File: config.mk
export PLATFORM = sky130hd
export DESIGN_NAME = alu_seq
export DESIGN_NICKNAME = d
export VERILOG_FILES = /design/src/rtl/alu_seq_pkg.sv /design/src/rtl/alu_seq_decode.sv /design/src/rtl/alu_seq.sv
export SDC_FILE = /design/constraint.sdc
export NUM_CORES = 1
export LEC_CHECK = 0
export CAP_MARGIN = 10
export CORE_UTILIZATION = 53
export DETAILED_ROUTE_END_ITERATION = 16
export MAX_ROUTING_LAYER = met4
export PLACE_DENSITY_LB_ADDON = 0.08
export SYNTH_ARGS = -nofsm -noshare
export SYNTH_HDL_FRONTEND = slang
export SYNTH_SLANG_ARGS = --single-unit
File: constraint.sdc
create_clock -name clk -period 12.5 [get_ports clk]
set_input_delay 3.75 -clock clk [delete_from_list [all_inputs] [get_ports clk]]
set_output_delay 3.75 -clock clk [all_outputs]
set_load 0.02 [all_outputs]
File: src/rtl/alu_seq_pkg.sv
// ============================================================================
// Module  : alu_seq_pkg
// Brief   : Shared constants and types for the alu_seq execute sequencer.
// Rev     : 1.0  initial release
// ============================================================================
`default_nettype none

package alu_seq_pkg;

   // ISA-level opcodes
   localparam logic [3:0] OPC_ADD  = 4'd0;
   localparam logic [3:0] OPC_SUB  = 4'd1;
   localparam logic [3:0] OPC_NAND = 4'd2;
   localparam logic [3:0] OPC_XOR  = 4'd3;
   localparam logic [3:0] OPC_SRA  = 4'd4;
   localparam logic [3:0] OPC_SRL  = 4'd5;
   localparam logic [3:0] OPC_SLL  = 4'd6;
   localparam logic [3:0] OPC_AND  = 4'd7;
   localparam logic [3:0] OPC_OR   = 4'd8;
   localparam logic [3:0] OPC_SEQ  = 4'd9;
   localparam logic [3:0] OPC_SLT  = 4'd10;
   localparam logic [3:0] OPC_SLE  = 4'd11;
   localparam logic [3:0] OPC_NEG  = 4'd12;

   // Native ALU operations
   localparam logic [2:0] ALU_ADD  = 3'b000;
   localparam logic [2:0] ALU_SUB  = 3'b001;
   localparam logic [2:0] ALU_NAND = 3'b010;
   localparam logic [2:0] ALU_XOR  = 3'b011;
   localparam logic [2:0] ALU_INC  = 3'b100;
   localparam logic [2:0] ALU_SRA  = 3'b101;
   localparam logic [2:0] ALU_SRL  = 3'b110;
   localparam logic [2:0] ALU_SLL  = 3'b111;

   // Sequencer states
   localparam logic [2:0] S_IDLE = 3'd0;
   localparam logic [2:0] S_P1   = 3'd1;
   localparam logic [2:0] S_P2   = 3'd2;
   localparam logic [2:0] S_P3   = 3'd3;
   localparam logic [2:0] S_DONE = 3'd4;

   // SEL_BSH is operand B masked to a 4-bit shift amount
   typedef enum logic [2:0] {
      SEL_ZERO = 3'd0,
      SEL_A    = 3'd1,
      SEL_B    = 3'd2,
      SEL_T0   = 3'd3,
      SEL_T1   = 3'd4,
      SEL_ONES = 3'd5,
      SEL_BSH  = 3'd6
   } sel_e;

   typedef enum logic [1:0] {
      TD_NONE = 2'd0,
      TD_T0   = 2'd1,
      TD_T1   = 2'd2
   } tdst_e;

   typedef enum logic [1:0] {
      POST_NONE = 2'd0,
      POST_EQ   = 2'd1,
      POST_LT   = 2'd2,
      POST_LE   = 2'd3
   } post_e;

endpackage

`default_nettype wire

File: src/rtl/alu_seq_decode.sv
// ============================================================================
// Module  : alu_seq_decode
// Brief   : Per-pass micro-op decode. Compare opcodes need ALU_SEQ_CMP_EN.
// Rev     : 1.0  initial release
// ============================================================================
`default_nettype none

module alu_seq_decode
   import alu_seq_pkg::*;
(
   input  logic [3:0] opcode_i,
   input  logic [1:0] pass_i,
   output logic [1:0] npass_o,
   output logic [2:0] alu_op_o,
   output sel_e       sel_a_o,
   output sel_e       sel_b_o,
   output tdst_e      tdst_o,
   output post_e      post_o,
   output logic       illegal_o
);

   always_comb begin
      npass_o   = 2'd1;
      alu_op_o  = ALU_ADD;
      sel_a_o   = SEL_A;
      sel_b_o   = SEL_B;
      tdst_o    = TD_NONE;
      post_o    = POST_NONE;
      illegal_o = 1'b0;
      case (opcode_i)
         OPC_ADD:  alu_op_o = ALU_ADD;
         OPC_SUB:  alu_op_o = ALU_SUB;
         OPC_NAND: alu_op_o = ALU_NAND;
         OPC_XOR:  alu_op_o = ALU_XOR;
         OPC_SRA: begin alu_op_o = ALU_SRA; sel_b_o = SEL_BSH; end
         OPC_SRL: begin alu_op_o = ALU_SRL; sel_b_o = SEL_BSH; end
         OPC_SLL: begin alu_op_o = ALU_SLL; sel_b_o = SEL_BSH; end
         OPC_AND: begin
            // a & b = ~NAND(a,b), with the inversion done as NAND(x, ones)
            npass_o  = 2'd2;
            alu_op_o = ALU_NAND;
            if (pass_i == 2'd0) begin
               tdst_o = TD_T0;
            end else begin
               sel_a_o = SEL_T0;
               sel_b_o = SEL_ONES;
            end
         end
         OPC_OR: begin
            // a | b = NAND(~a, ~b)
            npass_o  = 2'd3;
            alu_op_o = ALU_NAND;
            case (pass_i)
               2'd0: begin sel_a_o = SEL_A;  sel_b_o = SEL_A;  tdst_o = TD_T0; end
               2'd1: begin sel_a_o = SEL_B;  sel_b_o = SEL_B;  tdst_o = TD_T1; end
               default: begin sel_a_o = SEL_T0; sel_b_o = SEL_T1; end
            endcase
         end
`ifdef ALU_SEQ_CMP_EN
         OPC_SEQ: begin alu_op_o = ALU_SUB; post_o = POST_EQ; end
         OPC_SLT: begin alu_op_o = ALU_SUB; post_o = POST_LT; end
         OPC_SLE: begin alu_op_o = ALU_SUB; post_o = POST_LE; end
`endif
         OPC_NEG: begin alu_op_o = ALU_SUB; sel_a_o = SEL_ZERO; sel_b_o = SEL_A; end
         default: illegal_o = 1'b1;
      endcase
   end

endmodule

`default_nettype wire

File: src/rtl/alu_seq.sv
// ============================================================================
// Module  : alu_seq
// Brief   : Multi-pass execute sequencer driving a 16-bit combinational ALU.
//           Define ALU_SEQ_CMP_EN to enable SEQ/SLT/SLE.
// Rev     : 1.0  initial release
// ============================================================================
`default_nettype none

module alu_seq
   import alu_seq_pkg::*;
#(
   parameter int ALU_SEQ_W = 16
)
(
   input  logic                 clk,
   input  logic                 rst,
   input  logic                 req_valid,
   output logic                 req_ready,
   input  logic [3:0]           req_opcode,
   input  logic [ALU_SEQ_W-1:0] req_a,
   input  logic [ALU_SEQ_W-1:0] req_b,
   output logic                 rsp_valid,
   input  logic                 rsp_ready,
   output logic [ALU_SEQ_W-1:0] rsp_data,
   output logic                 rsp_err,
   output logic                 flag_z,
   output logic                 flag_v,
   output logic                 flag_n,
   output logic [2:0]           alu_op,
   output logic [ALU_SEQ_W-1:0] alu_a,
   output logic [ALU_SEQ_W-1:0] alu_b,
   input  logic [ALU_SEQ_W-1:0] alu_result,
   input  logic                 alu_z,
   input  logic                 alu_v,
   input  logic                 alu_n
);

   logic [2:0]           state_q;
   logic [3:0]           op_q;
   logic [ALU_SEQ_W-1:0] a_q, b_q, t0_q, t1_q, rsp_data_q;
   logic                 rsp_err_q, z_q, v_q, n_q;

   logic [1:0]           w_pass, w_npass;
   logic                 w_in_pass, w_last, w_illegal;
   logic [2:0]           w_op;
   sel_e                 w_sel_a, w_sel_b;
   tdst_e                w_tdst;
   post_e                w_post;
   logic [ALU_SEQ_W-1:0] w_result;

   function automatic logic [ALU_SEQ_W-1:0] pick(
      input sel_e s, input logic [ALU_SEQ_W-1:0] a, b, t0, t1);
      case (s)
         SEL_A:    pick = a;
         SEL_B:    pick = b;
         SEL_T0:   pick = t0;
         SEL_T1:   pick = t1;
         SEL_ONES: pick = '1;
         SEL_BSH:  pick = {{(ALU_SEQ_W-4){1'b0}}, b[3:0]};
         default:  pick = '0;
      endcase
   endfunction

   always_comb begin
      w_pass    = 2'd0;
      w_in_pass = 1'b1;
      case (state_q)
         S_P1:    w_pass = 2'd0;
         S_P2:    w_pass = 2'd1;
         S_P3:    w_pass = 2'd2;
         default: w_in_pass = 1'b0;
      endcase
   end

   // In IDLE the decoder looks at the incoming opcode so illegal ops skip the passes
   alu_seq_decode u_decode (
      .opcode_i  ((state_q == S_IDLE) ? req_opcode : op_q),
      .pass_i    (w_pass),
      .npass_o   (w_npass),
      .alu_op_o  (w_op),
      .sel_a_o   (w_sel_a),
      .sel_b_o   (w_sel_b),
      .tdst_o    (w_tdst),
      .post_o    (w_post),
      .illegal_o (w_illegal)
   );

   assign w_last = ((w_pass + 2'd1) == w_npass);

   always_comb begin
      alu_op = ALU_ADD;
      alu_a  = '0;
      alu_b  = '0;
      if (w_in_pass) begin
         alu_op = w_op;
         alu_a  = pick(w_sel_a, a_q, b_q, t0_q, t1_q);
         alu_b  = pick(w_sel_b, a_q, b_q, t0_q, t1_q);
      end
   end

`ifdef ALU_SEQ_CMP_EN
   always_comb begin
      case (w_post)
         POST_EQ: w_result = {{(ALU_SEQ_W-1){1'b0}}, alu_z};
         POST_LT: w_result = {{(ALU_SEQ_W-1){1'b0}}, alu_n ^ alu_v};
         POST_LE: w_result = {{(ALU_SEQ_W-1){1'b0}}, alu_z | (alu_n ^ alu_v)};
         default: w_result = alu_result;
      endcase
   end
`else
   logic w_unused_post;
   assign w_unused_post = ^w_post;
   assign w_result      = alu_result;
`endif

   always_ff @(posedge clk) begin
      if (rst) begin
         state_q    <= S_IDLE;
         op_q       <= '0;
         a_q        <= '0;
         b_q        <= '0;
         t0_q       <= '0;
         t1_q       <= '0;
         rsp_data_q <= '0;
         rsp_err_q  <= 1'b0;
         z_q        <= 1'b0;
         v_q        <= 1'b0;
         n_q        <= 1'b0;
      end else begin
         case (state_q)
            S_IDLE: begin
               if (req_valid) begin
                  op_q <= req_opcode;
                  a_q  <= req_a;
                  b_q  <= req_b;
                  if (w_illegal) begin
                     state_q    <= S_DONE;
                     rsp_data_q <= '0;
                     rsp_err_q  <= 1'b1;
                  end else begin
                     state_q <= S_P1;
                  end
               end
            end
            S_P1, S_P2, S_P3: begin
               if (w_tdst == TD_T0) t0_q <= alu_result;
               if (w_tdst == TD_T1) t1_q <= alu_result;
               if (w_last) begin
                  state_q    <= S_DONE;
                  rsp_data_q <= w_result;
                  rsp_err_q  <= 1'b0;
                  z_q        <= alu_z;
                  v_q        <= alu_v;
                  n_q        <= alu_n;
               end else begin
                  state_q <= state_q + 3'd1;
               end
            end
            S_DONE: if (rsp_ready) state_q <= S_IDLE;
            default: state_q <= S_IDLE;
         endcase
      end
   end

   assign req_ready = (state_q == S_IDLE);
   assign rsp_valid = (state_q == S_DONE);
   assign rsp_data  = rsp_data_q;
   assign rsp_err   = rsp_err_q;
   assign flag_z    = z_q;
   assign flag_v    = v_q;
   assign flag_n    = n_q;

endmodule

`default_nettype wire

==> flow_metrics.py <==
metrics = {
    "min_path": {
        "hp-class": "flip-flop to flip-flop",
    },
    "drt": {
        "drt_wl_total_mm": 13.6,
        "avgViaCountPerCell": 6.06,
        "final_antenna_net_count": 0,
        "drt_iter0_markers": 395,
        "routedWlPerCell_um": 17.8,
        "vias": 4636,
        "route.detailed.drc": 0,
        "first_pass_iters": 5,
    },
    "cts": {
        "cts.sinks": 91,
        "tritoncts": "yes",
        "holdBufCountCts": 0,
        "post_cts.repair.setup_buffers": 0,
        "numCtsBuffers": 9,
        "root_buffer": "clkbuf_8",
        "clkTransAtPathRegs_ns": 0.09,
        "clockBufferDepth": 2,
        "clk_latency_ns": 0.36,
        "ctsResizeCount": 0,
        "htreeDepth": 3,
    },
    "logic_synthesis": {
        "yosys.area.top_type": "dfxtp_1",
        "yosysWarnings": 0,
        "synth_flop_cell": "dfxtp_1",
        "ys_types": 50,
        "syn_area_mm2": 0.00462,
        "synth.area.top_cells": "dfxtp_1 39%, mux2i_1 12%, nand2_1 8.4%",
        "synth_edf_count": 0,
        "synthArstFlopShare_pct": 0,
        "synth-seq-cells": 91,
        "syn-num-nets": 625,
        "avgSynthCellArea_um2": 8.24,
        "synthCells": 561,
        "synth-seq-area-share_pct": 39.4,
        "yosysTopAreaCellShare_pct": 39.4,
    },
    "critical_path": {
        "ff2ff_path_depth": 10,
        "critPathBufInv": 2,
        "r2r_end": "t1_q[6]",
        "worst_path_dominant_cell_family": "compound AO/OA/AOI/OAI gates",
        "critical_path.max_stage_delay_ns": 0.90,
        "arrival_ns": 7.46,
        "cp-start-kind": "primary input",
        "r2r_slack_ns": 8.88,
        "crit_top_cell": "clkdlybuf4s50_1",
        "worst_ep_required_time_ns": 8.75,
        "worstPathMaxFanout": 16,
        "crit_start": "req_opcode[3]",
        "cp.depth": 8,
        "worstPathCellList": "clkdlybuf4s50_1 -> and4bb_1 -> a31oi_1 -> nor2_1 -> o21ai_2 -> mux2i_1 -> o21ai_0 -> clkdlybuf4s50_1",
        "endpoint": "alu_a[15]",
        "end_kind": "output port",
        "r2r_start": "state_q[1]",
        "crit_type": "primary input to output port",
        "cp_slowest_cell": "o21ai_2",
    },
    "floorplanning": {
        "io_pins": 116,
        "rows": 33,
        "fp.dieH_um": 95.4,
        "die_w_um": 95.4,
        "initial_core_util_pct": 55.4,
        "die-area_mm2": 0.00910,
        "design.core.area_mm2": 0.00834,
    },
    "finish": {
        "postLayoutCoreUtil_pct": 71.6,
        "area_growth_pct": 29.1,
        "layout_common_cells": "114 x clkdlybuf4s50_1, 103 x nand2_1, 91 x dfxtp_1",
        "fin_cells": 765,
        "nets": 719,
        "antenna_cells": 0,
        "layout_commonest_cell": "clkdlybuf4s50_1",
        "drive_above_1_share_pct": 5.91,
    },
    "global_routing": {
        "grt_pass1_vias": 4459,
        "antenna_found_initial": 0,
        "grt_max_degree": 78,
        "grt_pass1_wl_mm": 21.9,
        "overflow": 0,
        "grt_usage_pct": 32.2,
    },
    "sta": {
        "holdWs_ns": 0.479,
        "fmaxAchievable_mhz": 89.2,
        "slew_headroom_pct": 25.7,
        "slew_violations": 0,
        "worst_slew_pin_slew_ns": 1.12,
        "finalClockSkew_ns": 0.00854,
        "fin_crit_sh_pct": 89.6,
        "rsz0062_at_grt": "false",
        "setup_ws_ns": 1.29,
        "period_needed_ns": 11.21,
        "finalHoldViolCount": 0,
        "tns_ns": 0,
        "setup_viol": 0,
    },
    "pwr": {
        "peakVddDrop_mv": 0.0653,
        "p_leak_nw": 2.33,
        "cellPowerDensity_mw_per_mm2": 115,
    },
    "placed_design": {
        "dp_slack_ns": 1.44,
        "numPortBuffers": 115,
        "dp.cells": 749,
        "gp_congestion": 1.03,
        "dp_hpwl_mm": 9.58,
    },
    "run": {
        "maxCapViolations": 0,
    },
    "run_status": {
        "status": "finished, final reports clean",
    },
}
[cells by family after synthesis]
logic type,Yosys count,synth area share [%]
fa+ha+maj,5,1.35
simple gates,202,19.1
compound gates,156,22.1
buf+inv,48,5.09
mux,59,13.0
flops,91,39.4
[cell type report]
class / instances / area (um2)
multi-input combinational: 422 / 2560
fill: 655 / 2370
sequential: 91 / 1820
timing repair buffer: 124 / 1210
clock buffer: 11 / 141
tap: 105 / 131
clock inverter: 5 / 68.8
inverter: 7 / 26.3
[flip-flops by register name, summed over array words and instances (netlist names), 3 cells and up]
signal    count
op_q          4
b_q          16
t1_q         16
state_q       3
rsp_data     16
a_q          16
t0_q         16
[tightest hold or removal path, stage by stage (launching register included)]
cell     delay (ns)
dfxtp_1        0.33
nand2_1        0.05
a21oi_1        0.06
[power by group]
group | switching (mW) | internal, mW
Clock | 0.111 | 0.102
Sequential | 0.0145 | 0.304
Combinational | 0.0898 | 0.0639
Total | 0.216 | 0.470
[per-layer routing]
metal	up-vias	GRT usage, %	share of wire (%)	wire (um)
met3	40	6.30	8.3	1130
met4	0	15.8	3.4	458
met2	234	51.4	47	6350
met5	-	-	0	0
met1	2188	39.0	42	5690
li1	2174	-	-	-
[worst min path at each step]
stage,end,cells after the start,slack (ns),startpoint
3_3_place_gp,rsp_data[3],1,0.46,rsp_data[3]
3_5_place_dp,rsp_data[11],1,0.46,rsp_data[11]
5_1_grt,rsp_data[9],1,0.50,rsp_data[9]
2_1_floorplan,b_q[10],2,0.45,b_q[10]
6_report,b_q[8],2,0.48,b_q[8]
4_1_cts,b_q[15],2,0.48,b_q[15]
[cells in the mapped netlist, types with 3 or more instances]
| library cell | n |
|---|---|
| ha_1 | 5 |
| or3_1 | 4 |
| buf_6 | 3 |
| a31oi_1 | 16 |
| a22o_1 | 16 |
| nor2_1 | 56 |
| and3_1 | 12 |
| nand2_1 | 103 |
| clkbuf_1 | 26 |
| nor3_1 | 7 |
| mux2i_1 | 55 |
| a22oi_1 | 16 |
| o21ai_0 | 20 |
| nand3_1 | 5 |
| buf_2 | 7 |
| dfxtp_1 | 91 |
| a21oi_1 | 48 |
| o221ai_1 | 5 |
| a21boi_0 | 12 |
| inv_1 | 6 |
| mux2_2 | 3 |
| o21ai_1 | 9 |
| o211ai_1 | 3 |
[metrics by stage]
step / area, um2 / total power [mW]
3_3_place_gp: 5760 / 0.473
2_1_floorplan: 4620 / 0.415
5_1_grt: 5970 / 0.718
3_5_place_dp: 5760 / 0.476
4_1_cts: 5970 / 0.686
6_report: 5970 / 0.685
(Power assumes the default switching activity.)
